--- config.mk ---
export PLATFORM = sky130hd
export DESIGN_NAME = total_exponent_split
export DESIGN_NICKNAME = d
export VERILOG_FILES = /design/src/rtl/total_exponent_split.sv
export SDC_FILE = /design/constraint.sdc
export NUM_CORES = 1
export LEC_CHECK = 0
export CELL_PAD_IN_SITES_DETAIL_PLACEMENT = 1
export CELL_PAD_IN_SITES_GLOBAL_PLACEMENT = 2
export CORE_MARGIN = 2
export CORE_UTILIZATION = 33
export DETAILED_ROUTE_END_ITERATION = 8
export DONT_BUFFER_PORTS = 1
export PLACE_DENSITY = 0.74
export SLEW_MARGIN = 40
export SYNTH_ARGS = -nofsm -noshare
export SYNTH_HDL_FRONTEND = slang
export SYNTH_SLANG_ARGS = --single-unit
--- constraint.sdc ---
create_clock -name clk_i -period 2.66 [get_ports clk_i]
set_input_delay 0.266 -clock clk_i [delete_from_list [all_inputs] [get_ports clk_i]]
set_output_delay 0.266 -clock clk_i [all_outputs]
set_load 0.03 [all_outputs]
--- src/rtl/total_exponent_split.sv ---
// Splits a signed total exponent into clamped regime k, ES exponent bits and regime run length.
// Build option PIPE_REG2_EN: registered clamp stage (latency 2); undefined gives latency 1.
module total_exponent_split #(
  parameter int N        = 16,
  parameter int ES       = 1,
  parameter int K_BITS   = $clog2(N) + 1,
  parameter int TE_BITS  = K_BITS + ES + 2,
  parameter int LEN_BITS = $clog2(N) + 1
) (
  input  logic                clk_i,
  input  logic                rst_ni,
  input  logic                valid_i,
  output logic                ready_o,
  input  logic [TE_BITS-1:0]  total_exp_i,
  output logic                valid_o,
  input  logic                ready_i,
  output logic [K_BITS-1:0]   k_o,
  output logic [ES-1:0]       exp_o,
  output logic [LEN_BITS-1:0] reg_len_o,
  output logic                sat_o
);

  localparam logic signed [TE_BITS-1:0] K_HI    = TE_BITS'(N - 2);
  localparam logic signed [TE_BITS-1:0] K_LO    = -K_HI;
  localparam logic signed [K_BITS-1:0]  K_SAT   = K_BITS'(N - 2);
  localparam logic [LEN_BITS-1:0]       LEN_MAX = LEN_BITS'(N - 1);

  logic                       s1_full;
  logic signed [TE_BITS-1:0]  s1_k;
  logic [ES-1:0]              s1_e;
  logic                       accept_in;

  logic signed [K_BITS-1:0]   k_c;
  logic [ES-1:0]              e_c;
  logic [LEN_BITS-1:0]        len_c;
  logic                       sat_c;

  assign accept_in = valid_i && ready_o;

  // k_raw is kept at full total-exponent width so huge magnitudes cannot wrap into range.
  always_ff @(posedge clk_i or negedge rst_ni) begin
    if (!rst_ni) begin
      s1_k <= '0;
      s1_e <= '0;
    end else if (accept_in) begin
      s1_k <= $signed(total_exp_i) >>> ES;
      s1_e <= total_exp_i[ES-1:0];
    end
  end

  always_comb begin
    k_c   = s1_k[K_BITS-1:0];
    e_c   = s1_e;
    sat_c = 1'b0;
    if (s1_k > K_HI) begin
      k_c   = K_SAT;
      e_c   = '1;
      sat_c = 1'b1;
    end else if (s1_k < K_LO) begin
      k_c   = -K_SAT;
      e_c   = '0;
      sat_c = 1'b1;
    end
    len_c = k_c[K_BITS-1] ? LEN_BITS'(-k_c) + LEN_BITS'(1) : LEN_BITS'(k_c) + LEN_BITS'(2);
    // At the regime extremes the terminator bit falls off the end of the posit.
    if (len_c > LEN_MAX) len_c = LEN_MAX;
  end

`ifdef PIPE_REG2_EN
  logic s2_full;
  logic s2_load;

  assign s2_load = s1_full && (!s2_full || ready_i);
  assign ready_o = !s1_full || s2_load;
  assign valid_o = s2_full;

  always_ff @(posedge clk_i or negedge rst_ni) begin
    if (!rst_ni) begin
      s1_full <= 1'b0;
      s2_full <= 1'b0;
    end else begin
      if (accept_in)    s1_full <= 1'b1;
      else if (s2_load) s1_full <= 1'b0;
      if (s2_load)      s2_full <= 1'b1;
      else if (ready_i) s2_full <= 1'b0;
    end
  end

  always_ff @(posedge clk_i or negedge rst_ni) begin
    if (!rst_ni) begin
      k_o       <= '0;
      exp_o     <= '0;
      reg_len_o <= '0;
      sat_o     <= 1'b0;
    end else if (s2_load) begin
      k_o       <= k_c;
      exp_o     <= e_c;
      reg_len_o <= len_c;
      sat_o     <= sat_c;
    end
  end
`else
  logic loaded;

  assign ready_o = !s1_full || ready_i;
  assign valid_o = s1_full;

  always_ff @(posedge clk_i or negedge rst_ni) begin
    if (!rst_ni) begin
      s1_full <= 1'b0;
      loaded  <= 1'b0;
    end else begin
      if (accept_in)    s1_full <= 1'b1;
      else if (ready_i) s1_full <= 1'b0;
      if (accept_in)    loaded  <= 1'b1;
    end
  end

  // Until the first capture the fields read as zero rather than the decode of the reset register.
  always_comb begin
    k_o       = '0;
    exp_o     = '0;
    reg_len_o = '0;
    sat_o     = 1'b0;
    if (loaded) begin
      k_o       = k_c;
      exp_o     = e_c;
      reg_len_o = len_c;
      sat_o     = sat_c;
    end
  end
`endif

endmodule
## Yosys cells after proc, flatten, opt, wreduce, memory -nomap -nowiden

Index checks and enable logic that the tools add are counted.

- Register bits: 10
- Bits of input ports: 12
- Output and inout port bits: 14
- Word-level logic and storage cells: 28

- Add/sub/neg operators: 3
- Order comparisons: 3
- Mux-type cells: 14
- Reduce and logical (&&, ||, !) cells: 4

Operator list:

| kind | number |
|---|---|
| $mux W5 | 6 |
| $mux W1 | 8 |
| $gt A7 B5 Y1 const B | 1 |
| $lt A7 B5 Y1 const B | 1 |
| $add A5 B2 Y5 const B | 1 |
| $add A5 B3 Y5 const B | 1 |
| $gt A5 B4 Y1 const B | 1 |
| $neg A5 Y5 | 1 |
| $reduce_bool A2 Y1 | 1 |
| $logic_and A1 B1 Y1 | 1 |
| $logic_not A1 Y1 | 1 |
| $logic_or A1 B1 Y1 | 1 |

## Depth between registers and ports, before layout

Gate-level depths: netlist (run 1).

- Depth in word-level cells: 9
- Gate-level depth with buffers: 8
- Mapped depth without buffers: 7

## Worst setup path before layout (run 1)

Ideal clock, no wire load.

- Path kind: register to output
- Start: reg s1_k[4]
- End: out reg_len_o[3]
- Data arrival time: 2,119 ps
- Data required time: 2,394 ps
- Setup slack: 275 ps
- Stages on the path, launching flop included: 8
- Path buffers: 1
- Cells stage by stage: dfrtp_1 -> buf_2 -> or3_1 -> a21o_1 -> ha_1 -> or4_1 -> a21o_1 -> a32o_1

- Cells in the longest elaborated chain, start to end: 9
- Elaborated cells on any way between the ends: 11
- Classes of those cells: add/sub (3); order compare (3); mux (5)

RTL lines:

| element | RTL line | RTL |
|---|---|---|
| from (decl) | 29 | `logic signed [TE_BITS-1:0] s1_k;` |
| from (signal assigned) | 46 | `s1_k <= $signed(total_exp_i) >>> ES;` |
| $lt A7 B5 Y1 | 59 | `end else if (s1_k < K_LO) begin` |
| $mux W5 | 59 |  |
| $mux W5 (*) | 55 | `if (s1_k > K_HI) begin` |
| $neg A5 Y5 | 64 | `len_c = k_c[K_BITS-1] ? LEN_BITS'(-k_c) + LEN_BITS'(1) : LEN_BITS'(k_c) + LEN_BITS'(2);` |
| $add A5 B2 Y5 | 64 |  |
| $mux W5 (*) | 64 |  |
| $gt A5 B4 Y1 | 66 | `if (len_c > LEN_MAX) len_c = LEN_MAX;` |
| $mux W5 (*) | 66 |  |
| $mux W5 (*) | 125 | `if (loaded) begin` |
| to (decl) | 19 | `output logic [LEN_BITS-1:0] reg_len_o,` |

Every way passes the cells marked *; elsewhere a longest branch is shown, timed or not.

## Worst setup path in the final report (run 1)

- Start: reg s1_k[5]
- End: out reg_len_o[3]

The elaborated chain is that of the path after synthesis.

==> results of run 1 <==
[cells in the mapped netlist, drive strengths merged]
master and instances:
nor3b 1, nand4 1, mux2 8, o21a 1
nor2 5, clkbuf 3, buf 4, nand3 3
o211a 3, ha 1, conb 1, or2 1
o311a 1, nand2b 3, a32o 1, nand2 9
or3 1, a21boi 3, o21ba 1, o21ai 2
dfrtp 10, nor3 2, o2111ai 1, and3 2
a21oi 2, or4 1, a21o 3, and2 2
[metrics by stage]
step | cell area [sq um] | util [%]
after floorplan | 687 | -
after global placement | 709 | 36.2
after CTS | 783 | 39.9
after global routing | 796 | 40.6
after detailed placement | 709 | 36.2
final | 796 | 40.6
[layout make-up]
| cell class | count | area (sq um) | share of cell area (%) |
|---|---|---|---|
| multi-input combinational | 59 | 409 | 51.4 |
| sequential | 10 | 253 | 31.8 |
| timing repair buffer | 10 | 77.6 | 9.75 |
| tap | 27 | 33.8 | 4.25 |
| clock buffer | 3 | 22.5 | 2.83 |
[cells by family (layout without fill, tap and decap cells)]
family,after synthesis,count (layout),share of synthesized area (%)
flip-flops,10,10,36.4
buffers and inverters,7,13,4.92
multiplexers,8,8,13.1
other,1,1,0.546
adder cells (fa/ha/maj),1,1,1.82
AO/OA/AOI/OAI,18,18,20.6
AND/OR/NAND/NOR,31,31,22.6
[worst max-delay path, delay by kind of cell (launching register included)]
family,cells,cell delay (ps)
compound gates,3,680
flops,1,460
fa+ha+maj,1,190
simple gates,2,760
[how the worst min path moves through the flow]
stage,endpoint,depth (start not counted),slack [ps],from
3_3_place_gp,valid_o$_DFFE_PN0P_,0,-30,rst_ni
3_5_place_dp,valid_o$_DFFE_PN0P_,0,-30,rst_ni
4_1_cts,valid_o$_DFFE_PN0P_,1,120,valid_i
6_report,valid_o$_DFFE_PN0P_,1,130,valid_i
2_1_floorplan,loaded$_DFFE_PN0P_,0,-30,rst_ni
5_1_grt,valid_o$_DFFE_PN0P_,1,120,valid_i
[state kept, by name, indices dropped and copies added, names as in the netlist]
signal and flops:
loaded 1, s1_e 1, s1_k 7, valid_o 1
[repair_timing]
item,CTS,global route
setup buffers,5,1
gates resized for setup,3,2
endpoints found under the hold margin,10,0
pin swaps,0,1
hold buffers,1,0
endpoints found under the setup margin,1,1
[routing by layer]
layer / global-route usage (%) / vias up / wire [microns]
met5: 0 / - / 0
met4: 8.33 / 0 / 0
met3: 1.52 / 0 / 68
met2: 24.9 / 16 / 886
met1: 18.7 / 286 / 735
li1: - / 284 / -
[where the power goes]
part	leakage (uW)	switching (uW)	total [uW]	internal [uW]
Combinational	0.000204	149	245	96.0
Sequential	0.000111	31.8	204	172
Clock	0.0000138	43.5	95.3	51.8
==> out/qor.yml, run 1 <==
slew_headroom_pct: 57.7
gp_congestion: 0.774
worst_pin_slew_ps: 633
n_antenna_cell: 0
yosysTopAreaCell: "dfrtp_1"
layout_common_cells: "9 x nand2_1, 9 x buf_4, 8 x mux2_2, 8 x dfrtp_1, 4 x nor2_1"
die_w_microns: 49.6
r2r-end: "s1_k[1]$_DFFE_PN0P_"
final.setup.worst_slack_ps: 49.0
slowest_delay_ps: 460
grt_max_degree: 14
rows: 16
powerDensity_mw_per_mm2: 684
fin_hold_ws_ps: 129
slew_viol_final: 0
grt_antenna_before_repair: 0
cts_max_path_buffers: 2
area_growth_pct: 15.8
rsz0062_at_grt: "yes"
drc_errors: 0
floorplan.initialDensity_pct: 35.0
ys_seq_elements: 10
nFillCells: 247
worstPathRequired_ps: 2390
crit_path_top_delay_cell: "dfrtp_2"
clk_latency_ps: 250
setup_tns_ps: 0
cp-endpoint: "reg_len_o[3]"
syn_area_per_cell_sq_um: 9.04
die-height_microns: 49.6
startpoint: "s1_k[5]$_DFFE_PN0P_"
clock_sinks: 10
postSynthCellCount: 76
synth_top_area_share_pct: 36.4
max-cap-violations: 0
avgRoutedWirePerCell_microns: 15.5
cts-buffers-inserted: 3
synth_nets: 89
ios: 26
layout.cells.non_filler: 109
path_class: "reg2out"
synthDistinctLibCells: 30
vias: 586
setup_viol: 0
grt_pass1_wl_microns: 2760
hp-class: "in2reg"
critical_path.cell_chain: "or3_1 -> a21o_1 -> ha_2 -> or4_1 -> a21o_1 -> a32o_2"
reg2reg_slack_ps: 960
dp_cells: 99
ys.warnings.count: 0
skew_ps: 1.94
synth.area.top_cells: "dfrtp_1 36%, mux2_2 13%, nand2_1 4.9%, o211a_1 4.4%, a21o_1 3.3%"
power.leakage_uw: 0.000328
post-place-ws_ps: 187
firstDrtPassIters: 3
avgViaCountPerCell: 5.38
synth_area_sq_um: 687
worst-path-max-fanout: 8
power_uw: 544
core_area_sq_mm: 0.00196
dr.first_iter.drc_count: 3
end_kind: "output port"
crit_path_frequent_cell: "a21o_1"
fin_nets: 97
ir_worst_vdd_mv: 0.355
seq_area_frac_synth_pct: 36.4
wirelength_microns: 1690
ant_nets: 0
grt_pass1_vias: 599
hold_viol: 0
cp.arrival_ps: 2340
track_usage_pct: 14.9
reg2reg_from: "valid_o$_DFFE_PN0P_"
grt-ovfl-total: 0
die_area_sq_mm: 0.00246
layout_min_cycle_time_ps: 2610
drive_gt1_share_pct: 31.7
rr_worst_depth: 3
max_freq_mhz: 383
clockRootBuffer: "clkbuf_4"
finalCritPeriodShare_pct: 98.2
io_buffer_count: 0
start_kind: "register"
dp_hpwl_microns: 1200
status: "finished, final reports clean"
cts_tree: "yes"
path_clk_slew_ps: 60
cts_max_level: 1
(Power assumes the default switching activity.)
==> inputs of run 2 (changes only) <==
Settings changed: GPL_TIMING_DRIVEN from default to 0.
==> run 2 against run 1 <==
Against the previous run:
- via count increased by 3.2%
- non-clock buffer count unchanged
- cell area increased by 1.1%
- sequential cell count unchanged
- critical path depth increased by 1
==> out/qor.yml, run 2 (same netlist as run 1, synthesis figures left out) <==
fin_hold_ws_ps: 125  # was 129 ps
cts_tree: "yes"  # unchanged
reg2reg_slack_ps: 960  # about the same
final.setup.worst_slack_ps: 1.18  # was 49.0 ps
dp_cells: 103  # was 99
power.leakage_uw: 0.000333  # was 0.000328 uW
wirelength_microns: 1770  # was 1690 microns
avgRoutedWirePerCell_microns: 16.3  # was 15.5 microns
hold_viol: 0  # unchanged
p_clk_share_pct: 17.2  # was 17.5%
firstDrtPassIters: 4  # was 3
rsz0062_at_grt: "yes"  # unchanged
critical_path.cell_chain: "buf_6 -> or3_4 -> a21o_1 -> ha_2 -> or4_4 -> a21o_1 -> a32o_2"  # was or3_1 -> a21o_1 -> ha_2 -> or4_1 -> a21o_1 -> a32o_2
track_usage_pct: 15.1  # was 14.9%
drive_gt1_share_pct: 31.7  # unchanged
grt_max_degree: 11  # was 14
clock_sinks: 10  # unchanged
drc_errors: 0  # unchanged
worstHoldStart: "valid_i"  # unchanged
design_area_sq_um: 805  # was 796 sq um
p_int_uw: 317  # was 320 uW
dp_hpwl_microns: 1250  # was 1200 microns
die_w_microns: 49.6  # unchanged
ios: 26  # unchanged
slew_viol_final: 0  # unchanged
start_kind: "register"  # unchanged
crit_path_frequent_cell: "a21o_1"  # unchanged
layout_commonest_cell: "dfrtp_1"
grt_pass1_wl_microns: 2880  # was 2760 microns
die-height_microns: 49.6  # unchanged
clk_latency_ps: 250  # about the same
end_kind: "output port"  # unchanged
layout_min_cycle_time_ps: 2660  # was 2610 ps
grt-ovfl-total: 0  # unchanged
core_area_sq_mm: 0.00196  # unchanged
setup_viol: 0  # unchanged
max_freq_mhz: 376  # was 383 MHz
worst_path_dominant_cell_family: "simple AND/OR/NAND/NOR gates"  # unchanged
avgViaCountPerCell: 5.55  # was 5.38
area_growth_pct: 17.1  # was 15.8%
die_area_sq_mm: 0.00246  # unchanged
finalCritPeriodShare_pct: 100  # was 98.2%
power.switching_uw: 226  # was 224 uW
dpl-instance-area_sq_um: 726  # was 709 sq um
fin_nets: 97  # unchanged
cts_max_level: 1  # unchanged
slowest_delay_ps: 410  # was 460 ps
ir_worst_vdd_mv: 0.328  # was 0.355 mV
ant_nets: 0  # unchanged
grt_pass1_vias: 657  # was 599
worstPathRequired_ps: 2390  # about the same
gp_congestion: 0.729  # was 0.774
largest_reg_flops: 7  # unchanged
status: "finished, final reports clean"  # unchanged
path_class: "reg2out"  # unchanged
n_antenna_cell: 0  # unchanged
max-cap-violations: 0  # unchanged
critPathBufInv: 1  # was 0
cts-buffers-inserted: 3  # unchanged
clockRootBuffer: "clkbuf_4"  # unchanged
vias: 605  # was 586
grt_antenna_before_repair: 0  # unchanged
cp.arrival_ps: 2390  # was 2340 ps
worst-path-max-fanout: 2  # was 8
power.share.sequential_pct: 37.1  # was 37.5%
nFillCells: 249  # was 247
path_clk_slew_ps: 60  # about the same
powerDensity_mw_per_mm2: 674  # was 684 mW/mm^2
rows: 16  # unchanged
combPwrFrac_pct: 45.7  # was 45.0%
floorplan.initialDensity_pct: 35.0  # unchanged
crit_path_top_delay_cell: "or4_4"  # was dfrtp_2
skew_ps: 0.196  # was 1.94 ps
post-place-ws_ps: 110  # was 187 ps
layout.cells.non_filler: 109  # unchanged
cts_max_path_buffers: 2  # unchanged
hp-class: "in2reg"  # unchanged
dr.first_iter.drc_count: 5  # was 3
top_register: "s1_k"  # unchanged
reg2reg_from: "valid_o$_DFFE_PN0P_"  # unchanged
p_sw_share_pct: 41.6  # was 41.2%
io_buffer_count: 0  # unchanged
layout_common_cells: "10 x dfrtp_1, 9 x nand2_1, 8 x mux2_2"  # was 9 x nand2_1, 9 x buf_4, 8 x mux2_2, 8 x dfrtp_1, 4 x nor2_1
worst_pin_slew_ps: 642  # was 633 ps
slew_headroom_pct: 57.4  # was 57.7%
startpoint: "s1_k[4]$_DFFE_PN0P_"  # was s1_k[5]$_DFFE_PN0P_
-- run 2: final cells by class --
type	count	area, sq um	share of cell area, %
plain buffers	6	42.5	5.29
clock buffers	3	22.5	2.80
multi-input cells	59	423	52.6
flip-flops and latches	10	250	31.1
well taps	27	33.8	4.20
repair buffers	4	32.5	4.04
-- run 2: layer usage --
| layer | wire [microns] | share of wire, % | GRT usage [%] |
|---|---|---|---|
| met3 | 109 | 6.1 | 2.42 |
| met5 | 0 | 0 | 0 |
| met1 | 704 | 40 | 17.4 |
| met4 | 0 | 0 | 5.56 |
| met2 | 959 | 54 | 27.8 |
-- run 2: final timing paths --
check / depth (start not counted) / to
setup / recovery: 7 / reg_len_o[3]
hold / removal: 1 / valid_o$_DFFE_PN0P_
setup reg to reg: 3 / s1_k[3]$_DFFE_PN0P_
hold reg to reg: 1 / s1_e$_DFFE_PN0P_
max in group asynchronous: 1 / s1_k[3]$_DFFE_PN0P_
min in group asynchronous: 1 / valid_o$_DFFE_PN0P_
-- run 2: stage by stage --
step           setup TNS, ps  utilization, %  total power [uW]
2_1_floorplan              0               -               383
4_1_cts                    0            40.0               537
6_report                   0            41.0               542
3_3_place_gp               0            36.7               415
3_5_place_dp               0            37.0               421
5_1_grt                -85.1            41.0               580
-- run 2: power groups by stage --
stage          Sequential [uW]  Clock (uW)  Combinational, uW
2_1_floorplan              188           0                195
3_3_place_gp               194           0                221
3_5_place_dp               195           0                226
4_1_cts                    193        99.7                245
5_1_grt                    204         108                268
6_report                   201        93.5                248
-- run 2: repair_timing --
| action | 4_1_cts | 5_1_grt |
|---|---|---|
| endpoints found under the setup margin | 1 | 1 |
| hold buffers | 1 | 0 |
| resized for setup | 5 | 7 |
| hold endpoints to repair | 10 | 0 |
| setup buffers | 2 | 1 |
| gates cloned | 0 | 0 |
| pin swaps | 2 | 1 |
